$ cat src/rtl/if_fetch.sv
// Instruction-fetch front end: owns the PC, drives the instruction ROM and
// buffers each fetched {pc, instruction} pair in a small FIFO that feeds the
// decode stage.
//
// Decode handshake: id_valid_o is high whenever the queue holds an entry.
// The head entry is consumed on a rising edge where id_valid_o and
// id_ready_i are both high, unless a branch redirect is taken on that edge.
// id_ready_i has no effect while the queue is empty. id_valid_o, id_pc_o and
// id_inst_o depend only on registered state.
module if_fetch #(
  parameter int                 ADDR_W   = 32,
  parameter int                 INST_W   = 32,
  parameter int                 DEPTH    = 2,
  parameter logic [ADDR_W-1:0]  RESET_PC = '0
) (
  input  logic              clk,
  input  logic              rst,
  output logic              inst_ce,
  output logic [ADDR_W-1:0] inst_addr,
  input  logic [INST_W-1:0] inst_i,
  input  logic              branch_flag_i,
  input  logic [ADDR_W-1:0] branch_target_i,
  input  logic              id_ready_i,
  output logic              id_valid_o,
  output logic [ADDR_W-1:0] id_pc_o,
  output logic [INST_W-1:0] id_inst_o
);

  localparam int PTR_W = (DEPTH > 1) ? $clog2(DEPTH) : 1;
  localparam int CNT_W = PTR_W + 1;
  localparam logic [CNT_W-1:0] DEPTH_C = CNT_W'(DEPTH);

  // Registered state.
  logic              ce_q;
  logic [ADDR_W-1:0] pc_q,     pc_d;
  logic [CNT_W-1:0]  count_q,  count_d;
  logic [PTR_W-1:0]  rd_ptr_q, rd_ptr_d;
  logic [PTR_W-1:0]  wr_ptr_q, wr_ptr_d;

  // Queue storage; contents are only observable while count_q != 0.
  logic [ADDR_W-1:0] pc_mem_q   [DEPTH];
  logic [INST_W-1:0] inst_mem_q [DEPTH];

  logic push;
  logic pop;

  // Branch targets are forced word-aligned, so the low two bits are dropped.
  logic unused_target_low_bits;
  assign unused_target_low_bits = ^branch_target_i[1:0];

  // The ROM is enabled only when the queue has room; the decision uses
  // registered state so decode/branch inputs never reach inst_ce/inst_addr.
  assign inst_ce    = ce_q && (count_q < DEPTH_C);
  assign inst_addr  = pc_q;

  assign id_valid_o = (count_q != '0);
  assign id_pc_o    = id_valid_o ? pc_mem_q[rd_ptr_q]   : '0;
  assign id_inst_o  = id_valid_o ? inst_mem_q[rd_ptr_q] : '0;

  // A branch edge suppresses both push and pop: the fetched word is
  // wrong-path and the head entry is being discarded anyway.
  assign push = inst_ce && !branch_flag_i;
  assign pop  = id_valid_o && id_ready_i && !branch_flag_i;

  // Next-state: branch flush has priority, otherwise normal push/pop update.
  always_comb begin
    pc_d     = pc_q;
    count_d  = count_q;
    rd_ptr_d = rd_ptr_q;
    wr_ptr_d = wr_ptr_q;
    if (branch_flag_i) begin
      pc_d     = {branch_target_i[ADDR_W-1:2], 2'b00};
      count_d  = '0;
      rd_ptr_d = '0;
      wr_ptr_d = '0;
    end else begin
      if (push) begin
        pc_d     = pc_q + ADDR_W'(4);
        wr_ptr_d = wr_ptr_q + PTR_W'(1);
      end
      if (pop) begin
        rd_ptr_d = rd_ptr_q + PTR_W'(1);
      end
      if (push && !pop) begin
        count_d = count_q + CNT_W'(1);
      end else if (pop && !push) begin
        count_d = count_q - CNT_W'(1);
      end
    end
  end

  // Control registers; ce_q comes up on the first edge after reset release,
  // so that cycle issues no fetch.
  always_ff @(posedge clk or posedge rst) begin
    if (rst) begin
      ce_q     <= 1'b0;
      pc_q     <= RESET_PC;
      count_q  <= '0;
      rd_ptr_q <= '0;
      wr_ptr_q <= '0;
    end else begin
      ce_q     <= 1'b1;
      pc_q     <= pc_d;
      count_q  <= count_d;
      rd_ptr_q <= rd_ptr_d;
      wr_ptr_q <= wr_ptr_d;
    end
  end

  // Capture the accepted ROM word together with the PC that fetched it.
  always_ff @(posedge clk) begin
    if (push) begin
      pc_mem_q[wr_ptr_q]   <= pc_q;
      inst_mem_q[wr_ptr_q] <= inst_i;
    end
  end

endmodule

$ cat config.mk
export PLATFORM = sky130hd
export DESIGN_NAME = if_fetch
export DESIGN_NICKNAME = d
export VERILOG_FILES = /design/src/rtl/if_fetch.sv
export SDC_FILE = /design/constraint.sdc
export NUM_CORES = 1
export LEC_CHECK = 0
export ABC_AREA = 1
export BUFFER_PORTS_ARGS = -buffer_cell sky130_fd_sc_hd__buf_2
export CORE_ASPECT_RATIO = 0.75
export CORE_MARGIN = 3
export CORE_UTILIZATION = 32
export DETAILED_ROUTE_END_ITERATION = 12
export SYNTH_ARGS = -nofsm -noshare
export SYNTH_HDL_FRONTEND = slang
export SYNTH_SLANG_ARGS = --single-unit
$ cat constraint.sdc
create_clock -name clk -period 7.85 [get_ports clk]
set_input_delay 0.3925 -clock clk [delete_from_list [all_inputs] [get_ports clk]]
set_output_delay 0.3925 -clock clk [all_outputs]
set_load 0.02 [all_outputs]
==> results.json, run 1 <==
{
  "synth.avg_cell_area_sq_um": 9.67,
  "hold_path.class": "in2async",
  "dieArea_sq_um": 24000,
  "cp_max_fo": 63,
  "grt_pass1_wl_mm": 29.0,
  "synth_cell_types": 29,
  "vias": 5490,
  "clkLatencyLatePin_ps": 430,
  "slew_headroom_pct": 37.8,
  "cts_sinks": 159,
  "required_ps": 7460,
  "cts-buffers-inserted": 17,
  "yosys_warnings": 0,
  "wl_per_cell_um": 16.3,
  "grt_max_degree": 65,
  "syn_area_sq_um": 7100,
  "crit_path_start_kind": "flop",
  "cts_setup_buffers": 0,
  "setup_viol": 0,
  "fmax_ghz": 0.321,
  "synthTopCellsByArea": "edfxtp_1 (52%), nand2_1 (15%), dfrtp_1 (12%)",
  "drv_slew": 0,
  "routabilityCongestion": 0.892,
  "initial_core_util_pct": 33.1,
  "cts_tree": "yes",
  "critical_path_class": "reg2out",
  "place_inst": 1159,
  "maxCapViolations": 0,
  "async_flop_share_pct": 22.0,
  "grt.total_usage_pct": 16.0,
  "drt-initial-drc-count": 420,
  "io_buffer_count": 159,
  "power_density_nw_per_um2": 337,
  "syn2layout_area_growth_pct": 23.8,
  "fin_crit_sh_pct": 39.7,
  "antenna_found_initial": 1,
  "clock-root-buffer": "clkbuf_16",
  "drive_gt1_share_pct": 23.8,
  "top_level_ports": 166,
  "p_seq_share_pct": 38.1,
  "ir_drop_mv": 0.206,
  "drt-total-wl_mm": 19.4,
  "end_kind": "output pin",
  "fp.dieH_um": 135,
  "hold_viol_final": 0,
  "grt_pass1_vias": 5007,
  "drc": 0,
  "layout.cells.non_filler": 1191,
  "synth-edff-count": 124,
  "p_int_uw": 1790,
  "syn_inst": 734,
  "htree_levels": 4,
  "cts.repair.resized": 0,
  "skew_ps": 18.3,
  "p_comb_share_pct": 33.3,
  "yosysTopAreaCell": "edfxtp_1",
  "p_sw_uw": 1170,
  "holdBufCountCts": 0,
  "clk_pin_slew_ps": 70,
  "rsz0062_at_grt": "false",
  "arrival_ps": 2720,
  "synth-main-ff-cell": "edfxtp_1",
  "p_clk_share_pct": 28.6,
  "p_leak_uw": 0.00376,
  "dr.pass1.iters": 6,
  "post-route-min-period_ps": 3120,
  "seq_area_frac_synth_pct": 64.8,
  "tightest_slew_ps": 932,
  "rows": 46,
  "swShare_pct": 39.6,
  "die_w_um": 178,
  "ys_seq_elements": 159,
  "dp_hpwl_mm": 12.6,
  "fin_nets": 959,
  "synth_top_cell_area_share_pct": 52.5,
  "outcome": "complete, no violations",
  "cts_buffer_depth": 2,
  "routed_via_density": 4.61,
  "overflow": 0,
  "p_total_uw": 2960,
  "core_area_sq_um": 21500,
  "ant_nets": 0,
  "setup_tns_ps": 0
}
-- synthesized netlist by cell type, drive strengths merged, types with 2 or more instances --
cell type,instances
dfrtp,35
nor2,57
a21oi,66
o211ai,5
a22o,6
edfxtp,124
o21bai,3
inv,57
o21ai,21
xor2,6
clkbuf,20
buf,12
nand3,25
conb,2
nand2,288
-- final timing paths --
check | start | to | slack (ps) | cells after the start
worst max-delay path | rd_ptr_q | id_inst_o[16] | 4730 | 6
min in group clk | inst_i[2] | inst_mem_q[0][2] | 150 | 1
worst min-delay path | rst | inst_addr[25] | 80 | 3
max in group asynchronous | rst | rd_ptr_q | 7390 | 3
worst max register to register | count_q[1] | pc_mem_q[0][10] | 4980 | 7
worst min register to register | inst_addr[31] | pc_mem_q[1][31] | 560 | 0
-- sequential cells by signal, summed over array words and instances (netlist names) --
register / cells
pc_mem_q: 60
rd_ptr_q: 1
inst_addr: 30
wr_ptr_q: 1
ce_q: 1
count_q: 2
inst_mem_q: 64
-- per-layer routing --
| layer | vias to the layer above | share of wire [%] | GRT usage, % |
|---|---|---|---|
| met4 | 0 | 1.0 | 4.05 |
| met2 | 189 | 44 | 24.2 |
| li1 | 2717 | - | - |
| met3 | 15 | 7.6 | 4.53 |
| met1 | 2569 | 47 | 22.7 |
| met5 | - | 0 | 0 |
-- per-stage QoR --
stage	worst slack, ps	hold WS [ps]	area (sq um)	util, %
after floorplan	3850	491	7110	-
after global placement	4730	519	8190	38.1
after detailed placement	4700	546	8190	38.1
after CTS	4610	79.9	8790	40.9
after global routing	4470	110	8790	40.9
final	4730	75.6	8790	40.9
-- cells in the final DEF (no fill, tap or decap), types with 2 or more instances in the layout --
cell / netlist / routed
o21ai_0: 21 / 21
inv_1: 53 / 53
nand2_2: 2 / 2
buf_4: 5 / 7
conb_1: 2 / 5
inv_2: 4 / 4
o21bai_1: 3 / 3
clkbuf_16: 0 / 17
nand3_1: 25 / 25
bufinv_16: 0 / 2
edfxtp_1: 124 / 124
dfrtp_1: 35 / 34
xor2_1: 6 / 6
nor2_2: 3 / 3
buf_2: 6 / 159
nor2_1: 50 / 48
a22o_1: 6 / 6
nand2_1: 285 / 285
nor2_4: 4 / 6
a21oi_1: 66 / 66
inv_6: 0 / 6
o211ai_1: 5 / 5
clkinv_4: 0 / 3
-- power by group through the flow --
stage / registers (uW) / logic (uW) / clock network (uW)
floorplan: 1160 / 602 / 0
global placement: 1150 / 996 / 0
detailed placement: 1150 / 1010 / 0
CTS: 1130 / 1010 / 864
global route: 1140 / 1080 / 903
finish: 1130 / 986 / 845
-- logic make-up (layout without fill, tap and decap cells) --
| family | after synthesis | after routing | share of synthesized area (%) |
|---|---|---|---|
| AND/OR/NAND/NOR | 373 | 373 | 21.0 |
| flip-flops | 159 | 159 | 64.8 |
| AO/OA/AOI/OAI | 103 | 103 | 7.93 |
| buffers and inverters | 89 | 254 | 5.08 |
| XOR/XNOR | 7 | 7 | 0.864 |
| other | 2 | 6 | 0.106 |
| adder cells (fa/ha/maj) | 1 | 1 | 0.176 |
-- critical path, stage by stage, from the launching register on --
cell and delay [ps]:
dfrtp_2 390, buf_4 350, inv_2 460, buf_4 520, nand2_1 90, a21oi_1 230, buf_2 210
-- cell type report --
class	instances	area, sq um
antenna	1	2.50
clock buffer	17	425
clock inverter	14	174
fill	2124	12700
inverter	57	214
multi-input combinational	489	2160
sequential	159	4600
tap	288	360
timing repair buffer	166	848
Power figures use the tool's default switching activity.
==> inputs of run 2 (changes only) <==
- ABC_AREA: 1 -> 0
- clock period: 7.85 -> 2.6 ns (I/O delays scaled with it)
==> run 2 against run 1 <==
- synthesized cell count decreased by 32%
- flip-flop and latch count did not move
- critical path depth is 2 lower
- register-to-register slack worse by 4500 ps
- routed wire length fell by 12%
- sequential power rose to 2.7 times the previous value
- first-iteration DRC count down 19%
- non-clock buffer count up 68
- combinational power decreased by 12%
- via count decreased by 14%
- synthesized area decreased by 5.6%
- global-route usage down 0.77 points
==> results.json, run 2 <==
{
  "yosysMostFrequentCell": "edfxtp_1",
  "clock-root-buffer": "clkbuf_16",
  "crit_path_start_kind": "flop",
  "synth.avg_cell_area_sq_um": 13.5,
  "cts_setup_buffers": 0,
  "largest_register_ffs": 64,
  "yosys_warnings": 0,
  "synth_cell_types": 43,
  "place_inst": 924,
  "whs_ps": 31.8,
  "p_leak_uw": 0.00351,
  "hold_viol_final": 0,
  "routabilityCongestion": 0.757,
  "rrSetupSlack_ps": 480,
  "drt-total-wl_mm": 17.0,
  "clk_pin_slew_ps": 60,
  "slew_headroom_pct": 47.0,
  "clkLatencyLatePin_ps": 420,
  "overflow": 0,
  "seq_area_frac_synth_pct": 68.6,
  "syn_inst": 496,
  "skew_ps": 11.3,
  "io_buffer_count": 159,
  "synth-main-ff-cell": "edfxtp_1",
  "antenna_found_initial": 0,
  "post-route-cell-area_sq_um": 9110,
  "synthTopCellsByArea": "edfxtp_1 (56%), dfrtp_1 (13%), mux2i_1 (9.4%)",
  "die_w_um": 173,
  "synth-edff-count": 124,
  "vias": 4734,
  "grt_pass1_vias": 4889,
  "critical_path_class": "reg2out",
  "drc": 0,
  "top_level_ports": 166,
  "async_flop_share_pct": 22.0,
  "power_density_nw_per_um2": 717,
  "syn_area_sq_um": 6700,
  "ant_nets": 0,
  "largest_register": "inst_mem_q",
  "drt-initial-drc-count": 340,
  "initial_core_util_pct": 32.9,
  "fin_nets": 793,
  "cp_max_fo": 28,
  "grt_max_degree": 42,
  "drive_gt1_share_pct": 28.6,
  "slowest_stage": "dfrtp_4",
  "drv_slew": 0,
  "end_kind": "output pin",
  "dieArea_sq_um": 22700,
  "path_buf_inv": 2,
  "grt_pass1_wl_mm": 27.0,
  "cts.repair.resized": 0,
  "required_ps": 2470,
  "max_stage_delay_ps": 790,
  "setup_viol": 0,
  "cts_sinks": 159,
  "cts_tree": "yes",
  "synth_top_cell_area_share_pct": 55.5,
  "htree_levels": 4,
  "core_area_sq_um": 20400,
  "rows": 45,
  "critical_path.top_delay_family": "flip-flops",
  "tightest_slew_ps": 794,
  "arrival_ps": 2040,
  "dp_hpwl_mm": 11.1,
  "fp.dieH_um": 131,
  "synth.top_cells.by_count": "edfxtp_1 (124), nor2_1 (83), mux2i_1 (63)",
  "yosysTopAreaCell": "edfxtp_1",
  "place_area_sq_um": 7870,
  "setup_tns_ps": 0,
  "outcome": "complete, no violations",
  "syn2layout_area_growth_pct": 36.0,
  "grt.total_usage_pct": 15.2,
  "wl_per_cell_um": 16.7,
  "path_cells": "buf_4 > mux2i_1 > nor2_1 > buf_2",
  "rsz0062_at_grt": "false",
  "maxCapViolations": 0,
  "fin_crit_sh_pct": 83.5,
  "ir_drop_mv": 0.399,
  "post-route-min-period_ps": 2170,
  "hold_path.class": "in2reg",
  "routed_via_density": 4.65,
  "cts_buffer_depth": 2,
  "ys_seq_elements": 159,
  "final_cell_mix": "buf_2 (159), edfxtp_1 (124), nor2_1 (82), mux2i_1 (63), dlygate4sd3_1 (63)",
  "final_common_cell": "buf_2",
  "dr.pass1.iters": 4,
  "holdBufCountCts": 63,
  "cts-buffers-inserted": 17,
  "setup_ws_ps": 429,
  "fmax_ghz": 0.461,
  "preCtsSetupSlack_ps": 515,
  "diodes": 0,
  "layout.cells.non_filler": 1019
}
==> run 2: changes by cell type after synthesis, moves of 5 or more <==
cell,delta
nand2_1,-255
a21oi_1,-64
mux2i_1,+63
inv_1,-46
nor2_1,+33
nand3_1,-14
or4_1,+13
a31oi_1,+11
o31ai_1,+11
nand4_1,+9
a22o_1,-6
o21ai_0,-6
clkbuf_1,-5
xnor2_1,+5
==> run 2: stage by stage <==
step                util, %  power (uW)
CTS                    44.7        6600
global route           44.7        6810
finish                 44.7        6530
floorplan                 -        3570
global placement       38.6        3880
detailed placement     38.6        3910
==> run 2: final timing paths <==
| check | to | startpoint | cells after the start |
|---|---|---|---|
| worst min register to register | pc_mem_q[0][31] | inst_addr[31] | 0 |
| worst max register to register | inst_addr[28] | inst_addr[2] | 5 |
| worst max-delay path | id_inst_o[27] | rd_ptr_q | 4 |
| worst min-delay path | inst_addr[27] | branch_target_i[27] | 3 |
| max in group asynchronous | inst_addr[9] | rst | 4 |
| min in group asynchronous | inst_addr[17] | rst | 3 |
==> run 2: cell type report <==
type,instances,area (sq um)
timing repair buffer,234,1540
multi-input combinational,304,1970
clock inverter,9,159
sequential,159,4600
clock buffer,23,458
inverter,8,30.0
fill,1910,11300
tap,282,353
==> run 2: kinds of logic (layout without fill, tap and decap cells) <==
logic type	after synthesis	count (layout)	share of synthesized area (%)
AOI/OAI and AO/OA	46	46	4.35
other	2	5	0.112
and+or+nand+nor	175	175	13.0
adders and majority gates	1	1	0.187
DFF	159	159	68.6
buffers and inverters	36	274	2.52
muxes	63	63	9.41
xor gates and xnor gates	14	14	1.83
==> run 2: tightest hold or removal path, cell delays in order <==
cell and delay [ps]:
buf_2 80, nor2_1 40, a31oi_1 150
==> run 2: power breakdown <==
group          total (uW)  leakage [uW]  switching [uW]  internal (uW)
registers            3050       0.00155             146           2910
logic                 868       0.00167             521            347
clock network        2610      0.000284             972           1640
==> run 2: routing by layer <==
metal / share of wire [%] / vias to the layer above / global-route usage (%)
li1: - / 2283 / -
met1: 47 / 2283 / 20.7
met2: 47 / 156 / 23.9
met3: 5.8 / 12 / 4.33
met4: 1.1 / 0 / 4.28
met5: 0 / - / 0
